### config.mk
export PLATFORM = sky130hd
export DESIGN_NAME = mem_port_arbiter
export DESIGN_NICKNAME = d
export VERILOG_FILES = /design/src/rtl/mem_port_arbiter.sv
export SDC_FILE = /design/constraint.sdc
export NUM_CORES = 1
export LEC_CHECK = 0
export CAP_MARGIN = 20
export CORE_MARGIN = 5
export CORE_UTILIZATION = 30
export CTS_CLUSTER_SIZE = 8
export DETAILED_ROUTE_END_ITERATION = 6
export PLACE_DENSITY = 0.61
export SLEW_MARGIN = 20
export SYNTH_ARGS = -nofsm -noshare
export SYNTH_HDL_FRONTEND = slang
export SYNTH_SLANG_ARGS = --single-unit
### constraint.sdc
create_clock -name clk -period 2.35 [get_ports clk]
set_clock_uncertainty 0.1 [all_clocks]
set_input_delay 0.235 -clock clk [delete_from_list [all_inputs] [get_ports clk]]
set_output_delay 0.235 -clock clk [all_outputs]
set_load 0.005 [all_outputs]
### src/rtl/mem_port_arbiter.sv
// Round-robin arbiter sharing one multi-cycle memory port between the fetch (I) and data (D) sides.
// Each side has a one-deep request slot; one memory transaction is outstanding at a time.
module mem_port_arbiter #(
  parameter int ADDR_W = 32,
  parameter int DATA_W = 32
) (
  input  logic                clk,
  input  logic                rst_n,
  input  logic                imem_req,
  input  logic [ADDR_W-1:0]   imem_addr,
  input  logic [DATA_W/8-1:0] imem_rmask,
  output logic                imem_resp,
  output logic [DATA_W-1:0]   imem_rdata,
  input  logic                dmem_req,
  input  logic [ADDR_W-1:0]   dmem_addr,
  input  logic [DATA_W/8-1:0] dmem_rmask,
  input  logic [DATA_W/8-1:0] dmem_wmask,
  input  logic [DATA_W-1:0]   dmem_wdata,
  output logic                dmem_resp,
  output logic [DATA_W-1:0]   dmem_rdata,
  output logic                mem_req,
  output logic [ADDR_W-1:0]   mem_addr,
  output logic [DATA_W/8-1:0] mem_rmask,
  output logic [DATA_W/8-1:0] mem_wmask,
  output logic [DATA_W-1:0]   mem_wdata,
  input  logic                mem_resp,
  input  logic [DATA_W-1:0]   mem_rdata,
  output logic                proto_err
);

  localparam int MW = DATA_W / 8;
  localparam logic SIDE_I = 1'b0;
  localparam logic SIDE_D = 1'b1;

  typedef enum logic {IDLE = 1'b0, WAIT = 1'b1} state_t;

  state_t            state_r, state_nxt_s;
  logic              owner_r, last_grant_r;
  logic              pend_i_r, pend_d_r;
  logic [ADDR_W-1:0] i_addr_r, d_addr_r;
  logic [MW-1:0]     i_rmask_r, d_rmask_r, d_wmask_r;
  logic [DATA_W-1:0] d_wdata_r;
  logic              mem_req_r;
  logic [ADDR_W-1:0] mem_addr_r;
  logic [MW-1:0]     mem_rmask_r, mem_wmask_r;
  logic [DATA_W-1:0] mem_wdata_r;
  logic              proto_err_r;

  logic              issue_s, winner_s, resp_ok_s, owner_pend_s, other_pend_s;
  logic              clear_i_s, clear_d_s, drop_i_s, drop_d_s, spurious_s;
  logic              imem_resp_s, dmem_resp_s;
  logic [DATA_W-1:0] imem_rdata_s, dmem_rdata_s;

  // A response only counts while waiting and while the owner's slot is still outstanding.
  assign owner_pend_s = (owner_r == SIDE_D) ? pend_d_r : pend_i_r;
  assign other_pend_s = (owner_r == SIDE_D) ? pend_i_r : pend_d_r;
  assign resp_ok_s    = (state_r == WAIT) && mem_resp && owner_pend_s;
  assign spurious_s   = mem_resp && !resp_ok_s;
  assign clear_i_s    = resp_ok_s && (owner_r == SIDE_I);
  assign clear_d_s    = resp_ok_s && (owner_r == SIDE_D);
  // Re-request in the owner's own response cycle is legal: the capture replaces the clear.
  assign drop_i_s     = imem_req && pend_i_r && !clear_i_s;
  assign drop_d_s     = dmem_req && pend_d_r && !clear_d_s;

  // FSM state register.
  always_ff @(posedge clk or negedge rst_n) begin
    if (!rst_n) begin
      state_r <= IDLE;
    end else begin
      state_r <= state_nxt_s;
    end
  end

  // FSM next-state and issue/grant decision.
  always_comb begin
    issue_s     = 1'b0;
    winner_s    = SIDE_I;
    state_nxt_s = state_r;
    case (state_r)
      IDLE: begin
        if (pend_i_r || pend_d_r) begin
          issue_s     = 1'b1;
          state_nxt_s = WAIT;
          if (pend_i_r && pend_d_r) begin
            winner_s = ~last_grant_r;
          end else if (pend_d_r) begin
            winner_s = SIDE_D;
          end else begin
            winner_s = SIDE_I;
          end
        end else begin
          state_nxt_s = IDLE;
        end
      end
      WAIT: begin
        if (resp_ok_s) begin
          if (other_pend_s) begin
            issue_s     = 1'b1;
            winner_s    = ~owner_r;
            state_nxt_s = WAIT;
          end else begin
            state_nxt_s = IDLE;
          end
        end else begin
          state_nxt_s = WAIT;
        end
      end
      default: begin
        state_nxt_s = IDLE;
      end
    endcase
  end

  // Response routing: only the owner sees resp, rdata is zero outside resp.
  always_comb begin
    imem_resp_s  = clear_i_s;
    dmem_resp_s  = clear_d_s;
    imem_rdata_s = {DATA_W{1'b0}};
    dmem_rdata_s = {DATA_W{1'b0}};
    if (clear_i_s) begin
      imem_rdata_s = mem_rdata;
    end else begin
      imem_rdata_s = {DATA_W{1'b0}};
    end
    if (clear_d_s) begin
      dmem_rdata_s = mem_rdata;
    end else begin
      dmem_rdata_s = {DATA_W{1'b0}};
    end
  end

  // Fetch request slot.
  always_ff @(posedge clk or negedge rst_n) begin
    if (!rst_n) begin
      pend_i_r  <= 1'b0;
      i_addr_r  <= {ADDR_W{1'b0}};
      i_rmask_r <= {MW{1'b0}};
    end else if (imem_req && !drop_i_s) begin
      pend_i_r  <= 1'b1;
      i_addr_r  <= imem_addr;
      i_rmask_r <= imem_rmask;
    end else if (clear_i_s) begin
      pend_i_r  <= 1'b0;
    end
  end

  // Data request slot.
  always_ff @(posedge clk or negedge rst_n) begin
    if (!rst_n) begin
      pend_d_r  <= 1'b0;
      d_addr_r  <= {ADDR_W{1'b0}};
      d_rmask_r <= {MW{1'b0}};
      d_wmask_r <= {MW{1'b0}};
      d_wdata_r <= {DATA_W{1'b0}};
    end else if (dmem_req && !drop_d_s) begin
      pend_d_r  <= 1'b1;
      d_addr_r  <= dmem_addr;
      d_rmask_r <= dmem_rmask;
      d_wmask_r <= dmem_wmask;
      d_wdata_r <= dmem_wdata;
    end else if (clear_d_s) begin
      pend_d_r  <= 1'b0;
    end
  end

  // Memory-side command registers, held from issue until the response.
  always_ff @(posedge clk or negedge rst_n) begin
    if (!rst_n) begin
      mem_req_r    <= 1'b0;
      mem_addr_r   <= {ADDR_W{1'b0}};
      mem_rmask_r  <= {MW{1'b0}};
      mem_wmask_r  <= {MW{1'b0}};
      mem_wdata_r  <= {DATA_W{1'b0}};
      owner_r      <= SIDE_I;
      last_grant_r <= SIDE_D;
    end else begin
      mem_req_r <= issue_s;
      if (issue_s) begin
        owner_r      <= winner_s;
        last_grant_r <= winner_s;
        if (winner_s == SIDE_D) begin
          mem_addr_r  <= d_addr_r;
          mem_rmask_r <= d_rmask_r;
          mem_wmask_r <= d_wmask_r;
          mem_wdata_r <= d_wdata_r;
        end else begin
          mem_addr_r  <= i_addr_r;
          mem_rmask_r <= i_rmask_r;
          mem_wmask_r <= {MW{1'b0}};
          mem_wdata_r <= {DATA_W{1'b0}};
        end
      end else if (resp_ok_s) begin
        mem_rmask_r <= {MW{1'b0}};
        mem_wmask_r <= {MW{1'b0}};
      end
    end
  end

  // Sticky protocol-violation flag.
  always_ff @(posedge clk or negedge rst_n) begin
    if (!rst_n) begin
      proto_err_r <= 1'b0;
    end else begin
      proto_err_r <= proto_err_r | drop_i_s | drop_d_s | spurious_s;
    end
  end

  assign imem_resp  = imem_resp_s;
  assign imem_rdata = imem_rdata_s;
  assign dmem_resp  = dmem_resp_s;
  assign dmem_rdata = dmem_rdata_s;
  assign mem_req    = mem_req_r;
  assign mem_addr   = mem_addr_r;
  assign mem_rmask  = mem_rmask_r;
  assign mem_wmask  = mem_wmask_r;
  assign mem_wdata  = mem_wdata_r;
  assign proto_err  = proto_err_r;

endmodule

# Word-level counts from Yosys, hierarchy flattened
# Cells that the tools add are included.
# word_totals
latchBits,0
elab_cells,71
ram_bits,0
memories,0
inputBits,145
reg_bits,187
mem_bits_ro,0
# classes
shift,0
n_eq_ne,0
n_mul,0
muxes,27
bitwise_logic,6
add_sub_neg,0
order_cmp,0
n_div,0
n_reduce_logical,21
# ops
operator,count
$mux 32,4
$mux 4,5
$mux 1,15
$logic_and 1x1->1,12
$pmux 1 s2,3
$reduce_bool 2->1,3
$logic_not 1->1,5
$not 1->1,3
$or 1x1->1,3
$logic_or 1x1->1,1

# Longest topological paths before layout
# Gate-level depths: netlist (run 1).
# depth
word_depth,8
depth_mapped,8
depth_no_buf,5

# Worst setup path before layout (run 1)
# OpenSTA, ideal clock, no wires.
# synth_timing
kind,register to register
startpoint,register state_r
endpoint,"register mem_addr_r[15], in the netlist mem_addr[15]"
synth_period_minus_slack_ns,1.689
arrival_ns,1.463
stages_incl_launch_ff,8
setup_slack_ns,0.661
required_ns,2.124
setup_ns,0.126
path_cell_list,dfrtp_1 -> buf_4 -> o21bai_1 -> and2_1 -> buf_4 -> buf_6 -> buf_6 -> a221o_1
# synth_between
elab_chain_cells,5
elab_cells_between_ends,8
classes_between,5 x mux; 1 x bitwise; 2 x reduce/logical
# synth_rtl
element,line_no,text
"start, declared",37,"state_t state_r, state_nxt_s;"
"start signal, assigned",70,state_r <= state_nxt_s;
$logic_and 1x1->1 (2 in series),57,assign resp_ok_s = (state_r == WAIT) && mem_resp && owner_pend_s;
$mux 1,96,if (resp_ok_s) begin
$pmux 1 s2,79,case (state_r)
$mux 32,181,if (winner_s == SIDE_D) begin
"end signal, assigned",170,mem_addr_r <= {ADDR_W{1'b0}};
"end signal, assigned",182,mem_addr_r <= d_addr_r;
"end signal, assigned",187,mem_addr_r <= i_addr_r;
"end, declared",44,logic [ADDR_W-1:0] mem_addr_r;
# Parallel ways exist; a longest one is shown, timed or not.
# A chain may end at the register's enable or synchronous reset.

# Final worst setup path (run 1)
# layout_timing
startpoint,register owner_r
endpoint,output port imem_rdata[20]
# layout_between
elab_chain_cells,4
elab_cells_between_ends,5
classes_between,2 x mux; 1 x bitwise; 2 x reduce/logical
# layout_rtl
element,line_no,text
"start, declared",38,"logic owner_r, last_grant_r;"
"start signal, assigned",179,owner_r <= winner_s;
$mux 1,55,assign owner_pend_s = (owner_r == SIDE_D) ? pend_d_r : pend_i_r;
$logic_and 1x1->1,57,
$logic_and 1x1->1 *,59,assign clear_i_s = resp_ok_s && (owner_r == SIDE_I);
$mux 32 *,120,if (clear_i_s) begin
"end, declared",13,"output logic [DATA_W-1:0] imem_rdata,"
# Every way passes the cells marked *; elsewhere a longest branch is shown, timed or not.

==> flow_summary.toml, run 1 <==
[placed_design]
dp.final_hpwl_mm = 15.2
gp_congestion = 0.807
place_inst = 1132
pre_cts_ws_ps = 44.3
io_buffers = 284

[worst_setup_path]
timing.rr.start = "pend_i_r$_DFFE_PN0P_"
rr_worst_depth = 7
start_kind = "flop"
reg2reg_slack_ps = 290
reg2reg_to = "mem_rmask[3]$_DFFE_PN0P_"
cp.required_ps = 2020
cp-startpoint = "owner_r$_DFFE_PN0P_"
arrival_ps = 1960
crit_path_end = "imem_rdata[20]"
endpoint_kind = "primary output"
crit_fanout = 9
worstSetupPathType = "flop to primary output"

[power_and_ir_drop]
p_per_area_mw_per_mm2 = 1200
peakVddDrop_mv = 0.506
leakage_nw = 5.06
finalPower_mw = 14.1

[synthesis]
synth_nets = 691
ys_ff_latch = 187
netlist.area_leader.share_pct = 60.4
seq_area_frac_synth_pct = 60.7
netlist.top_cell.by_area = "dfrtp_1"
synthXorXnorAreaFrac_pct = 0
ys_top_cells_by_area = "dfrtp_1 (60%), mux2_2 (15%), and2_1 (5.4%), a221o_1 (4.7%), a22o_1 (4.1%)"
synth_simple_gate_area_share_pct = 9.60
syn_area_mm2 = 0.00771
synthCells = 546
synth.avg_cell_area_um2 = 14.1
muxShareOfSynthArea_pct = 15.9
synthAdderAreaFrac_pct = 0
synth_cell_types = 30
synth_compound_area_share_pct = 9.64
yosysWarnings = 0
synth_top_family_by_area = "multiplexers"

[grt]
first_global_vias = 5683
grt_pass1_wl_mm = 34.3
antenna_found_initial = 1
overflow = 0
grt_usage_pct = 15.1
grt_max_degree = 61

[clock_tree]
cts_tree = "built"
worstSkewPairLatency_ps = 430
cts-buffers-inserted = 17
clk_path_buf_depth = 2
cts.reportedPaths.clkPinSlew_ps = 70
cts_max_level = 4
cts-root-buf = "clkbuf_16"
cts_sinks = 187

[routing]
dr.pass1.iters = 4
antenna_left = 0
wl_per_cell_um = 19.0
via_per_inst = 4.68
drt_iter0_drc = 205
wl_mm = 22.4
drc = 0
dr_total_vias = 5504

[sta]
fmax_ghz = 0.437
tightest_slew_ps = 866
slew_headroom_pct = 42.3
postLayoutSetupSlackWorst_ps = 59.7
setup_viol = 0
fin_setup_tns_ps = 0
hold_viol_final = 0
period_needed_ps = 2290
fin_crit_sh_pct = 97.5
report.final.slew_viol_count = 0
rsz0062_at_grt = "true"

[floorplan]
start_util_pct = 30.5
io_pins = 285
die-area_mm2 = 0.0290
std_cell_rows = 58
fp.coreArea_mm2 = 0.0253
die_width_um = 170
die_h_um = 170

[run]
drv_cap = 0

[finish]
nNetsFinal = 979
ff_latch_area_mm2 = 0.00468
final_cells = 1177
drive_above_1_share_pct = 20.9
n_antenna_cell = 0
fill_cells = 2303
fin_util_pct = 46.4
multi_input_area_mm2 = 0.00272
area_growth_pct = 52.0

[status]
status = "finished, final reports clean"

[hold_path]
hold_path.class = "input pin to flop"
==> metrics by stage <==
stage          hold slack [ps]  area [um2]
6_report                   185       11700
2_1_floorplan             -161        7710
4_1_cts                    255       11600
3_3_place_gp               162       10900
3_5_place_dp               160       10900
5_1_grt                    217       11700
==> critical path: stages, from the launching register on <==
cell             delay [ps]
dfrtp_2                 450
nand4b_4                200
buf_12                  180
inv_8                    70
and2_1                  120
clkdlybuf4s50_1         520
==> cell usage after synthesis, drive strengths merged <==
cell,count
o21bai,1
clkbuf,11
o22a,1
o21a,1
o21ai,2
inv,3
and4,1
dfstp,1
nand4b,1
nand2b,2
nand2,9
and3,36
and2,67
buf,34
a21oi,2
nand3,2
mux2,109
a221o,36
nor2,2
a22o,36
a22oi,1
a31oi,2
dfrtp,186
==> area by class of cell <==
| cell class | count | share of cell area (%) |
|---|---|---|
| multi-input combinational | 311 | 23.2 |
| tap | 330 | 3.52 |
| sequential | 187 | 40.0 |
| inverter | 3 | 0.160 |
| timing repair buffer | 311 | 27.6 |
| clock buffer | 18 | 3.66 |
| clock inverter | 14 | 1.61 |
| timing repair inverter | 3 | 0.267 |
==> power breakdown <==
part	internal (mW)	leakage, nW	switching [mW]
clock	1.70	0.292	1.33
sequential	4.78	2.24	0.799
combinational	3.43	2.53	2.02
total	9.91	5.06	4.15
==> worst min path at each step <==
stage / start / to / slack, ps / cells past startpoint
floorplan: rst_n / d_addr_r[0]$_DFFE_PN0P_ / -160 / 0
global placement: rst_n / mem_wdata[22]$_DFFE_PN0P_ / 160 / 1
detailed placement: rst_n / mem_wdata[22]$_DFFE_PN0P_ / 160 / 1
CTS: rst_n / mem_wdata[22]$_DFFE_PN0P_ / 260 / 2
global route: mem_resp / proto_err$_DFF_PN0_ / 220 / 4
finish: mem_resp / pend_d_r$_DFFE_PN0P_ / 190 / 4
==> placed cells by master, fill, tap and decap left out, types with 3 or more instances in the layout <==
| cell | count |
|---|---|
| dfrtp_1 | 183 |
| and2_1 | 64 |
| buf_4 | 12 |
| dfrtp_2 | 3 |
| dlymetal6s2s_1 | 8 |
| nand2_1 | 9 |
| buf_12 | 13 |
| bufinv_16 | 3 |
| clkinvlp_4 | 3 |
| a22o_1 | 36 |
| clkinv_4 | 3 |
| clkdlybuf4s50_1 | 276 |
| mux2_2 | 104 |
| a221o_1 | 36 |
| clkbuf_16 | 17 |
| and3_1 | 36 |
| inv_6 | 3 |
| mux2_1 | 5 |
==> sequential cells by signal, indices dropped and copies added, names as in the netlist <==
signal and cells:
d_rmask_r 4, d_wdata_r 32, owner_r 1, i_addr_r 32, mem_wmask 4, last_grant_r 1
mem_req 1, pend_i_r 1, d_wmask_r 4, mem_rmask 4, state_r 1, pend_d_r 1
d_addr_r 32, mem_addr 32, i_rmask_r 4, proto_err 1, mem_wdata 32
==> repair_timing <==
action	in CTS	in global routing
cloned	1	2
gates resized for setup	7	11
endpoints found under the setup margin	64	64
setup buffers	1	8
hold buffers	1	0
hold endpoints to repair	56	0
==> cell families after synthesis <==
kind of cell           after synthesis
DFF                                187
and+or+nand+nor                    120
muxes                              109
AOI/OAI and AO/OA                   82
buffers and inverters               48
==> metal layers <==
metal	track usage, %	wire (um)
met1	20.0	9940
met2	24.6	10800
met4	3.61	250
met5	0	7
met3	4.41	1370
Power figures use the tool's default switching activity.
==> run 2, diff against run 1 <==
Settings changed: SLEW_MARGIN 20 to not set.
==> results of run 2 <==
Final layout, timing and power as in run 1 (identical DEF).
